<file path="config.mk">
export PLATFORM = sky130hd
export DESIGN_NAME = image_fetch_sequencer
export DESIGN_NICKNAME = d
export VERILOG_FILES = /design/src/rtl/image_fetch_sequencer.sv
export SDC_FILE = /design/constraint.sdc
export NUM_CORES = 1
export LEC_CHECK = 0
export ABC_CLOCK_PERIOD_IN_PS = 1800
export CAP_MARGIN = 10
export CORE_AREA = 2 2 220 222
export CTS_CLUSTER_SIZE = 8
export DETAILED_ROUTE_END_ITERATION = 12
export DIE_AREA = 0 0 222 224
export PLACE_DENSITY_LB_ADDON = 0.15
export SLEW_MARGIN = 30
export SYNTH_ARGS = -nofsm -noshare
export SYNTH_HDL_FRONTEND = slang
export SYNTH_SLANG_ARGS = --single-unit
</file>
<file path="constraint.sdc">
create_clock -name CLK -period 1.8 [get_ports CLK]
set_input_delay 0.36 -clock CLK [delete_from_list [all_inputs] [get_ports CLK]]
set_output_delay 0.36 -clock CLK [all_outputs]
set_load 0.01 [all_outputs]
</file>
<file path="src/rtl/image_fetch_sequencer.sv">
// rtl/image_fetch_sequencer.sv - raster-order chunk fetcher from image memory to the vector datapath
//
// Walks the image from top-left to bottom-right in LANES-pixel chunks. Each
// memory read vector is captured into vec_data and streamed to the consumer
// over a valid/ready handshake. It sustains one chunk per cycle.
//
// Ports:
//   CLK, RSTn            clock (rising edge), asynchronous active-low reset
//   start, abort         control unit: start a full scan / cancel the scan
//   mem_addr             pixel address of the chunk presented to memory
//   mem_rd[255:0]        16 lanes x 16 bits, lane i = pixel mem_addr+i
//   vec_data[255:0]      captured chunk, lanes LANES..15 forced to zero
//   vec_valid/vec_ready  stream handshake
//   vec_row, vec_col     coordinates of lane 0 of vec_data
//   vec_last             vec_data is the final chunk of the image
//   busy                 scan in progress (FETCH or STREAM)
//   done                 one-cycle pulse after the final chunk is accepted
module image_fetch_sequencer #(
    parameter int IMAGE_WIDTH  = 96,
    parameter int IMAGE_HEIGHT = 96,
    parameter int LANES        = 8,
    parameter int BASE_ADDR    = 0
) (
    input  logic         CLK,
    input  logic         RSTn,
    input  logic         start,
    input  logic         abort,
    output logic [15:0]  mem_addr,
    input  logic [255:0] mem_rd,
    output logic [255:0] vec_data,
    output logic         vec_valid,
    input  logic         vec_ready,
    output logic [15:0]  vec_row,
    output logic [15:0]  vec_col,
    output logic         vec_last,
    output logic         busy,
    output logic         done
);

    localparam logic [15:0] STEP     = 16'(LANES);
    localparam logic [15:0] BASE     = 16'(BASE_ADDR);
    localparam logic [15:0] LAST_ROW = 16'(IMAGE_HEIGHT - 1);
    localparam logic [15:0] LAST_COL = 16'(IMAGE_WIDTH - LANES);

    typedef enum logic [1:0] {IDLE, FETCH, STREAM, DONE} state_t;

    state_t         state_q, state_d;
    logic [15:0]    addr_q, addr_d;
    // Coordinates of the chunk currently addressed by addr_q (the next one to load).
    logic [15:0]    nrow_q, nrow_d;
    logic [15:0]    ncol_q, ncol_d;
    logic [255:0]   data_q, data_d;
    logic           valid_q, valid_d;
    logic [15:0]    row_q, row_d;
    logic [15:0]    col_q, col_d;
    logic           last_q, last_d;
    logic           busy_q, busy_d;
    logic           done_q, done_d;
    logic           load;
    logic [255:0]   captured;

    always_comb begin
        captured = '0;
        for (int i = 0; i < 16; i++) begin
            if (i < LANES) begin
                captured[16*i +: 16] = mem_rd[16*i +: 16];
            end
        end
    end

    always_comb begin
        state_d = state_q;
        addr_d  = addr_q;
        nrow_d  = nrow_q;
        ncol_d  = ncol_q;
        data_d  = data_q;
        valid_d = valid_q;
        row_d   = row_q;
        col_d   = col_q;
        last_d  = last_q;
        busy_d  = busy_q;
        done_d  = done_q;
        load    = 1'b0;

        if (abort) begin
            // Abort wins over everything, including a handshake in the same cycle.
            state_d = IDLE;
            valid_d = 1'b0;
            busy_d  = 1'b0;
            done_d  = 1'b0;
            addr_d  = BASE;
        end else begin
            case (state_q)
                IDLE: begin
                    if (start) begin
                        state_d = FETCH;
                        addr_d  = BASE;
                        nrow_d  = '0;
                        ncol_d  = '0;
                        busy_d  = 1'b1;
                    end
                end
                FETCH: begin
                    load    = 1'b1;
                    state_d = STREAM;
                end
                STREAM: begin
                    if (valid_q && vec_ready) begin
                        if (last_q) begin
                            valid_d = 1'b0;
                            busy_d  = 1'b0;
                            done_d  = 1'b1;
                            state_d = DONE;
                        end else begin
                            load = 1'b1;
                        end
                    end
                end
                DONE: begin
                    done_d  = 1'b0;
                    state_d = IDLE;
                end
                default: state_d = IDLE;
            endcase

            if (load) begin
                data_d  = captured;
                valid_d = 1'b1;
                row_d   = nrow_q;
                col_d   = ncol_q;
                last_d  = (nrow_q == LAST_ROW) && (ncol_q == LAST_COL);
                addr_d  = addr_q + STEP;
                if (ncol_q == LAST_COL) begin
                    ncol_d = '0;
                    nrow_d = nrow_q + 16'd1;
                end else begin
                    ncol_d = ncol_q + STEP;
                end
            end
        end
    end

    always_ff @(posedge CLK or negedge RSTn) begin
        if (!RSTn) begin
            state_q <= IDLE;
            addr_q  <= BASE;
            nrow_q  <= '0;
            ncol_q  <= '0;
            data_q  <= '0;
            valid_q <= 1'b0;
            row_q   <= '0;
            col_q   <= '0;
            last_q  <= 1'b0;
            busy_q  <= 1'b0;
            done_q  <= 1'b0;
        end else begin
            state_q <= state_d;
            addr_q  <= addr_d;
            nrow_q  <= nrow_d;
            ncol_q  <= ncol_d;
            data_q  <= data_d;
            valid_q <= valid_d;
            row_q   <= row_d;
            col_q   <= col_d;
            last_q  <= last_d;
            busy_q  <= busy_d;
            done_q  <= done_d;
        end
    end

    assign mem_addr  = addr_q;
    assign vec_data  = data_q;
    assign vec_valid = valid_q;
    assign vec_row   = row_q;
    assign vec_col   = col_q;
    assign vec_last  = last_q;
    assign busy      = busy_q;
    assign done      = done_q;

endmodule

</file>
==> flow_summary.json, run 1 <==
{
  "drc_errors": 0,
  "finClkSkew_ns": 0.0203,
  "required_ns": 2.29,
  "areaGrowthSynthToFinish_pct": 69.1,
  "synth_edf_count": 0,
  "drt_iter0_drc": 332,
  "synth_top_cell_area_share_pct": 53.3,
  "fin_nets": 1803,
  "hpwl_um": 22200,
  "ys_types": 53,
  "track_usage_pct": 13.0,
  "cts-root-buf": "clkbuf_16",
  "crit_top_cell": "buf_4",
  "criticalPathCategory": "reg -> reg",
  "cts_sinks": 205,
  "critPathArrivalTime_ns": 2.38,
  "diodes": 0,
  "synth-async-reset-ratio_pct": 100,
  "synth-main-ff-cell": "dfrtp_1",
  "relSlewSlack_pct": 63.7,
  "final.period_utilization_pct": 105,
  "path_clk_slew_ns": 0.06,
  "totalWireLength_um": 34600,
  "synth_area_sq_mm": 0.00962,
  "yosysTopAreaCell": "dfrtp_1",
  "post-place-ws_ns": -0.425,
  "synth_area_per_cell_sq_um": 8.74,
  "finalHoldViolCount": 0,
  "drt_pass1_iterations": 4,
  "tightest_slew_ns": 0.540,
  "io_pins": 569,
  "setup_viol": 116,
  "synth-seq-cells": 205,
  "crit_slowest_cell": "dfrtp_1",
  "globalRouteOverflowTotal": 0,
  "ant_nets": 0,
  "vias": 8602,
  "grt_pass1_vias": 8568,
  "die_w_um": 222,
  "clock_latency_ns": 0.57,
  "max_cap_violations": 0,
  "status": "finished with violations",
  "vias_per_cell": 3.99,
  "ys.warnings.count": 0,
  "fin_ws_ns": -0.0908,
  "end_kind": "flip-flop",
  "placementRows": 80,
  "ys_seq_area_share_pct": 53.3,
  "critPathMaxFanout": 8,
  "drive_gt1_share_pct": 25.6,
  "rsz0062_at_grt": "yes",
  "violations": "negative setup slack",
  "routedWlPerCell_um": 16.1,
  "hold_class": "in -> async",
  "rrSetupSlack_ns": -0.09,
  "cts.htree.levels": 1,
  "cts_max_path_buffers": 3,
  "post-synth-top-count-cell": "nand2_1",
  "antenna_found_initial": 0,
  "fp.dieH_um": 224,
  "finish.utilization_pct": 34.4,
  "worstPathCellList": "inv_2, buf_4, ha_4, buf_4, o211a_4, o21a_4, buf_12, o31ai_2, a31oi_1",
  "p_leak_uw": 0.00816,
  "io_buffers": 306,
  "irDropWorstVdd_mv": 0.623,
  "start_kind": "flip-flop",
  "die_area_sq_mm": 0.0497,
  "synth_commonest_cells": "495 x nand2_1, 205 x dfrtp_1, 134 x buf_4",
  "yosys-top-cells-area": "dfrtp_1 53%, nand2_1 19%, buf_4 10%",
  "cpPeakStageDelay_ns": 0.37,
  "slew_viol_final": 0,
  "synthCells": 1101,
  "gp_congestion": 0.762,
  "powerDensity_mw_per_mm2": 1250,
  "core_area_sq_mm": 0.0473,
  "numCtsBuffers": 30,
  "finalWorstPathRequiredPeriod_ns": 1.89,
  "cts_tree": "built",
  "fmax_mhz": 529,
  "grt_pass1_wl_um": 50900,
  "grt_max_degree": 41,
  "initial_core_util_pct": 20.3
}
[worst max-delay path, delay by kind of cell (launching register included)]
kind	cells	cell delay, ns
DFF	1	0.37
adders and majority gates	1	0.28
AOI/OAI and AO/OA	4	0.73
buffers and inverters	4	0.44
[per-layer routing]
layer | part of all wire (%) | vias up | GRT usage [%]
met5 | 0 | - | 0
met4 | 1.7 | 0 | 3.47
met3 | 5.5 | 37 | 2.85
met2 | 49 | 246 | 21.9
met1 | 44 | 4174 | 16.7
li1 | - | 4145 | -
[cell type report]
cell class | instances | area (sq um)
Clock buffer | 36 | 805
Multi-Input combinational cell | 836 | 4730
Timing Repair Buffer | 453 | 4800
Inverter | 9 | 33.8
Clock inverter | 1 | 7.51
Sequential cell | 205 | 5130
Fill cell | 4970 | 31100
Tap cell | 615 | 769
[stage by stage]
step	setup TNS, ns	cell area (sq um)	hold slack (ns)	cells	total power (uW)
floorplan	-1.64	10200	0.0644	1234	9740
global placement	-60.13	13700	0.302	2067	13900
detailed placement	-61.94	13700	0.299	2067	13900
CTS	-6.70	15200	0.278	2141	19300
global route	-15.48	16300	0.296	2155	21600
finish	-3.24	16300	0.293	2155	20300
[flip-flops by register name (all words and copies together) (netlist names)]
signal and cells:
busy 1, done 1, mem_addr 13, ncol_q 13
nrow_q 16, state_q 2, vec_col 13, vec_data 128
vec_last 1, vec_row 16, vec_valid 1
[where the power goes]
| group | total [uW] | switching [uW] | internal (uW) |
|---|---|---|---|
| Clock | 5160 | 2110 | 3060 |
| Sequential | 6890 | 924 | 5960 |
| Combinational | 8250 | 4120 | 4130 |
| Total | 20300 | 7150 | 13200 |
[repair_timing]
action	4_1_cts	5_1_grt
gates resized for setup	279	242
pin swaps	53	185
endpoints found under the setup margin	338	198
cloned	13	12
setup buffers	26	8
hold buffers	1	0
endpoints found under the hold margin	31	0
[placed cells by master, fill, tap and decap left out, types with 10 or more instances in the layout]
cell type        Yosys  layout
a21oi_1             18      13
a31oi_1             20      15
buf_12               0      25
buf_16               0      13
buf_4              134      77
buf_6                2      16
clkbuf_16            0      41
clkdlybuf4s50_1      0     131
conb_1               1     134
dfrtp_1            205     204
dlygate4sd2_1        0     174
nand2_1            495     340
nand2_2              0     105
nand2_4              0      50
nand3_1             14      13
nor2_1              22      19
o21ai_0             31      15
xnor2_1             10      10
[path summary, 6_finish.rpt]
| check | start | end | depth (start not counted) |
|---|---|---|---|
| max in group asynchronous | RSTn | nrow_q[1]$_DFFE_PN0N_ | 3 |
| max reg2reg | state_q[0]$_DFFE_PN0P_ | nrow_q[15]$_DFFE_PN0N_ | 9 |
| max | state_q[0]$_DFFE_PN0P_ | nrow_q[15]$_DFFE_PN0N_ | 9 |
| min reg2reg | vec_data[79]$_DFFE_PN0P_ | vec_data[79]$_DFFE_PN0P_ | 2 |
| min | RSTn | mem_addr[10]$_DFFE_PN0P_ | 2 |
| min in group CLK | mem_rd[98] | vec_data[98]$_DFFE_PN0P_ | 3 |
[logic make-up (layout without fill, tap and decap cells)]
family | count (synthesis) | count (layout) | synth area share, %
compound gates | 106 | 106 | 7.07
fa+ha+maj | 7 | 7 | 0.910
flops | 205 | 205 | 53.3
other cells | 1 | 134 | 0.0390
buf+inv | 193 | 499 | 13.4
simple gates | 577 | 577 | 24.2
xor+xnor | 12 | 12 | 1.09
Note: power is estimated with default switching activity, not from simulation.
==> inputs of run 2 (changes only) <==
--- a/config.mk
+++ b/config.mk
@@ -8,6 +8,7 @@
 export ABC_CLOCK_PERIOD_IN_PS = 1800
 export CAP_MARGIN = 10
 export CORE_AREA = 2 2 220 222
+export CTS_BUF_LIST = sky130_fd_sc_hd__clkbuf_4
 export CTS_CLUSTER_SIZE = 8
 export DETAILED_ROUTE_END_ITERATION = 12
 export DIE_AREA = 0 0 222 224
==> flow_summary.json, run 2 (synthesized netlist as in run 1, its figures left out) <==
{
  "status": "finished with violations",
  "violations": "negative setup slack",
  "drive_gt1_share_pct": 32.4,
  "numCtsBuffers": 67,
  "drt_iter0_drc": 294,
  "final.period_utilization_pct": 105,
  "critPathBufInv": 3,
  "max_cap_violations": 0,
  "io_pins": 569,
  "finClkSkew_ns": 0.0365,
  "antenna_found_initial": 1,
  "totalWireLength_um": 33900,
  "cts_max_path_buffers": 3,
  "cts.htree.levels": 3,
  "tns_ns": -0.820,
  "core_area_sq_mm": 0.0473,
  "post-place-ws_ns": -0.425,
  "finish.utilization_pct": 31.8,
  "whs_ns": 0.118,
  "irDropWorstVdd_mv": 0.467,
  "hold_class": "in -> async",
  "finalHoldViolCount": 0,
  "ant_nets": 0,
  "cpPeakStageDelay_ns": 0.43,
  "start_kind": "flip-flop",
  "die_w_um": 222,
  "cts_sinks": 205,
  "fmax_mhz": 531,
  "criticalPathCategory": "reg -> reg",
  "rsz0062_at_grt": "yes",
  "largest_reg_flops": 128,
  "die_area_sq_mm": 0.0497,
  "initial_core_util_pct": 20.3,
  "critPathMaxFanout": 8,
  "power_uw": 18600,
  "powerDensity_mw_per_mm2": 1240,
  "p_leak_uw": 0.00788,
  "globalRouteOverflowTotal": 0,
  "clock_latency_ns": 0.74,
  "register_area_sq_mm": 0.00513,
  "grt_max_degree": 41,
  "setup_viol": 34,
  "grt_pass1_wl_um": 50400,
  "fin_nets": 1845,
  "vias": 8776,
  "io_buffers": 306,
  "path_clk_slew_ns": 0.06,
  "fp.dieH_um": 224,
  "grt_pass1_vias": 8762,
  "fin_ws_ns": -0.0828,
  "multiInputGateArea_sq_mm": 0.00429,
  "critPathArrivalTime_ns": 2.50,
  "crit_family": "compound AO/OA/AOI/OAI gates",
  "hpwl_um": 22200,
  "vias_per_cell": 3.94,
  "required_ns": 2.42,
  "routedWlPerCell_um": 15.2,
  "layout_common_cells": "455 x nand2_1, 205 x dfrtp_1, 159 x buf_2",
  "crit_slowest_cell": "dfrtp_1",
  "cts-root-buf": "clkbuf_4",
  "end_kind": "flip-flop",
  "worstPathCellList": "ha_4, and4b_4, o211a_4, buf_6, buf_12, buf_12, a32o_1",
  "drt_pass1_iterations": 6,
  "cts_tree": "built",
  "slew_viol_final": 0,
  "areaGrowthSynthToFinish_pct": 56.5,
  "placementRows": 80,
  "track_usage_pct": 13.0,
  "crit_top_cell": "buf_12",
  "nFillCells": 5121,
  "drc_errors": 0,
  "final_common_cell": "nand2_1",
  "finalWorstPathRequiredPeriod_ns": 1.88,
  "gp_congestion": 0.762
}
-- run 2: where the power goes --
part | internal, uW | switching (uW) | leakage [uW]
Clock | 2650 | 2230 | 0.000484
Sequential | 5950 | 672 | 0.00270
Combinational | 3290 | 3860 | 0.00470
Total | 11900 | 6760 | 0.00788
-- run 2: final timing paths --
| check | startpoint | to | slack [ns] | cells past startpoint |
|---|---|---|---|---|
| max in group asynchronous | RSTn | vec_row[15]$_DFFE_PN0P_ | 1.08 | 3 |
| worst max register to register | state_q[1]$_DFFE_PN0P_ | mem_addr[4]$_DFFE_PN0P_ | -0.08 | 7 |
| worst min register to register | vec_data[119]$_DFFE_PN0P_ | vec_data[119]$_DFFE_PN0P_ | 0.47 | 2 |
| min in group CLK | mem_rd[100] | vec_data[100]$_DFFE_PN0P_ | 0.15 | 3 |
| worst min-delay path | RSTn | mem_addr[12]$_DFFE_PN0P_ | 0.12 | 2 |
| worst max-delay path | state_q[1]$_DFFE_PN0P_ | mem_addr[4]$_DFFE_PN0P_ | -0.08 | 7 |
-- run 2: routing by layer --
layer / share of wire (%) / global-route usage, % / up-vias
met5: 0 / 0 / -
met3: 6.8 / 4.08 / 61
met4: 2.4 / 5.86 / 0
met1: 44 / 16.0 / 4154
li1: - / - / 4263
met2: 47 / 21.1 / 298
-- run 2: per-stage QoR --
stage	area, sq um	instances
2_1_floorplan	10200	1234
6_report	15100	2230
5_1_grt	15100	2230
4_1_cts	14200	2202
3_3_place_gp	13700	2067
3_5_place_dp	13700	2067
-- run 2: worst reg2reg max path: stages, from the launching register on --
cell     delay (ns)
dfrtp_1        0.43
ha_4           0.18
and4b_4        0.21
o211a_4        0.30
buf_6          0.14
buf_12         0.15
buf_12         0.15
a32o_1         0.21
-- run 2: timing repair --
item                                    in CTS  in global routing
setup buffers                               24                 23
endpoints found under the setup margin     353                200
endpoints found under the hold margin      205                  0
hold buffers                                 1                  0
gates cloned                                 6                  6
resized for setup                          735                142
pin swaps                                   11                 51
-- run 2: final cells by class --
cell class,instances,area share [%]
diodes,1,0.0166
clock buffers,94,4.68
clock inverters,12,0.648
inverters,9,0.224
multi-input cells,836,28.5
flip-flops and latches,205,34.1
well taps,615,5.11
repair buffers,458,26.8
==> inputs of run 3 (changes only) <==
--- a/config.mk
+++ b/config.mk
@@ -5,13 +5,13 @@
 export SDC_FILE = /design/constraint.sdc
 export NUM_CORES = 1
 export LEC_CHECK = 0
-export ABC_CLOCK_PERIOD_IN_PS = 1800
+export ABC_CLOCK_PERIOD_IN_PS = 2100
 export CAP_MARGIN = 10
-export CORE_AREA = 2 2 220 222
+export CORE_AREA = 2 2 221 223
 export CTS_BUF_LIST = sky130_fd_sc_hd__clkbuf_4
 export CTS_CLUSTER_SIZE = 8
 export DETAILED_ROUTE_END_ITERATION = 12
-export DIE_AREA = 0 0 222 224
+export DIE_AREA = 0 0 223 225
 export PLACE_DENSITY_LB_ADDON = 0.15
 export SLEW_MARGIN = 30
 export SYNTH_ARGS = -nofsm -noshare
==> constraint.sdc (replaced) <==
create_clock -name CLK -period 2.1 [get_ports CLK]
set_input_delay 0.42 -clock CLK [delete_from_list [all_inputs] [get_ports CLK]]
set_output_delay 0.42 -clock CLK [all_outputs]
set_load 0.01 [all_outputs]
==> flow_summary.json, run 3 (synthesized netlist as in run 1, its figures left out) <==
{
  "status": "finished clean",
  "cpPeakStageDelay_ns": 0.39,
  "nFillCells": 5163,
  "totalWireLength_um": 31700,
  "max_cap_violations": 0,
  "io_buffers": 306,
  "powerDensity_mw_per_mm2": 1050,
  "drt_pass1_iterations": 4,
  "globalRouteOverflowTotal": 0,
  "cts_max_path_buffers": 3,
  "whs_path_depth": 3,
  "p_leak_uw": 0.00741,
  "track_usage_pct": 12.6,
  "fp.dieH_um": 225,
  "layout_common_cells": "495 x nand2_1, 203 x dfrtp_1, 173 x dlygate4sd2_1",
  "clock_latency_ns": 0.75,
  "largest_reg_flops": 128,
  "die_w_um": 223,
  "switching_share_pct": 36.5,
  "rsz0062_at_grt": "yes",
  "die_area_sq_mm": 0.0502,
  "power_uw": 14700,
  "final.period_utilization_pct": 93.0,
  "critPathMaxFanout": 3,
  "drc_errors": 0,
  "tightest_slew_ns": 0.520,
  "fin_nets": 1760,
  "hpwl_um": 22700,
  "drt_iter0_drc": 362,
  "p_clk_share_pct": 26.2,
  "cts.htree.levels": 3,
  "irDropWorstVdd_mv": 0.401,
  "cts-root-buf": "clkbuf_4",
  "vias": 8347,
  "end_kind": "primary output",
  "pwr-share-comb_pct": 35.2,
  "finalHoldViolCount": 0,
  "cts_tree": "built",
  "finalWorstPathRequiredPeriod_ns": 1.95,
  "routedWlPerCell_um": 14.8,
  "core_area_sq_mm": 0.0475,
  "hold_class": "in -> reg",
  "cts_sinks": 205,
  "io_pins": 569,
  "antenna_found_initial": 1,
  "gp_congestion": 0.760,
  "register_area_sq_mm": 0.00513,
  "tns_ns": 0,
  "p_int_uw": 9370,
  "slew_viol_final": 0,
  "relSlewSlack_pct": 65.0,
  "ff2ff_path_depth": 8,
  "start_kind": "flip-flop",
  "numCtsBuffers": 67,
  "r2r_end": "vec_data[45]$_DFFE_PN0P_",
  "setup_viol": 0,
  "grt_pass1_wl_um": 49100,
  "vias_per_cell": 3.90,
  "final_common_cell": "nand2_1",
  "initial_core_util_pct": 20.2,
  "required_ns": 1.68,
  "drive_gt1_share_pct": 11.7,
  "p_switching_uw": 5380,
  "worstHoldStart": "mem_rd[84]",
  "critPathArrivalTime_ns": 1.53,
  "worstPathCellList": "buf_4, clkdlybuf4s15_1",
  "fmax_mhz": 512,
  "grt_max_degree": 55,
  "crit_slowest_cell": "dfrtp_1",
  "p_seq_share_pct": 38.6,
  "ant_nets": 0,
  "finClkSkew_ns": 0.0515,
  "criticalPathCategory": "reg -> out",
  "grt_pass1_vias": 8369,
  "r2r_start": "state_q[0]$_DFFE_PN0P_",
  "areaGrowthSynthToFinish_pct": 45.5,
  "path_clk_slew_ns": 0.06,
  "multiInputGateArea_sq_mm": 0.00376,
  "rrSetupSlack_ns": 0.16,
  "placementRows": 80,
  "holdPathEnd": "vec_data[84]$_DFFE_PN0P_"
}
## run 3: cell count changes in the layout (fill, tap and decap cells not counted), moves of 23 or more
cell	previous run	this run
buf_2	159	0
buf_4	89	49
buf_6	30	0
dlygate4sd2_1	0	173
nand2_1	455	495
nand2_2	23	0
## run 3: per-stage QoR
step	setup slack, ns	instances	instance area, sq um	utilization, %	hold WS (ns)
6_report	0.147	2139	14000	29.4	0.204
2_1_floorplan	0.168	1234	10100	-	0.124
3_3_place_gp	-0.173	2034	13400	28.2	0.417
3_5_place_dp	-0.194	2034	13400	28.2	0.417
5_1_grt	-0.00776	2139	14000	29.4	0.107
4_1_cts	0.00149	2138	14000	29.4	0.0616
## run 3: cell type report
cell class	instances	share of cell area [%]
Timing Repair Buffer	373	25.5
Inverter	9	0.241
Clock inverter	15	0.697
Sequential cell	205	36.7
Tap cell	615	5.50
Clock buffer	85	4.56
Antenna cell	1	0.0179
Multi-Input combinational cell	836	26.8
## run 3: metal layers
metal  part of all wire, %  vias up  GRT usage (%)
li1                      -     4074              -
met1                    46     3932           16.6
met2                    45      289           19.0
met3                   7.4       52           3.94
met4                   2.1        0           5.39
met5                     0        -              0
## run 3: worst max-delay path by stage
stage	startpoint	to	cells after the start
final	vec_last$_DFFE_PN0P_	vec_last	2
after global routing	state_q[0]$_DFFE_PN0P_	vec_data[32]$_DFFE_PN0P_	8
after CTS	state_q[0]$_DFFE_PN0P_	mem_addr[10]$_DFFE_PN0P_	8
after detailed placement	vec_ready	mem_addr[10]$_DFFE_PN0P_	7
after global placement	vec_ready	mem_addr[10]$_DFFE_PN0P_	7
after floorplan	state_q[0]$_DFFE_PN0P_	nrow_q[3]$_DFFE_PN0N_	9
## run 3: worst max-delay path, delay by kind of cell (launching register included)
kind / cells / cell delay (ns)
buffers and inverters: 2 / 0.40
DFF: 1 / 0.39
## run 3: power by group through the flow
stage                     clock [uW]  combinational, uW  sequential (uW)
final                           3860               5190             5700
after CTS                       4160               5300             5720
after global routing            4350               5800             5870
after floorplan                    0               2040             6280
after global placement             0               6010             5790
after detailed placement           0               6030             5820
## run 3: timing repair
action	in CTS	in global routing
resized for setup	177	9
hold buffers	1	0
pin swaps	0	1
endpoints found under the hold margin	194	0
setup buffers	3	0
endpoints found under the setup margin	174	93
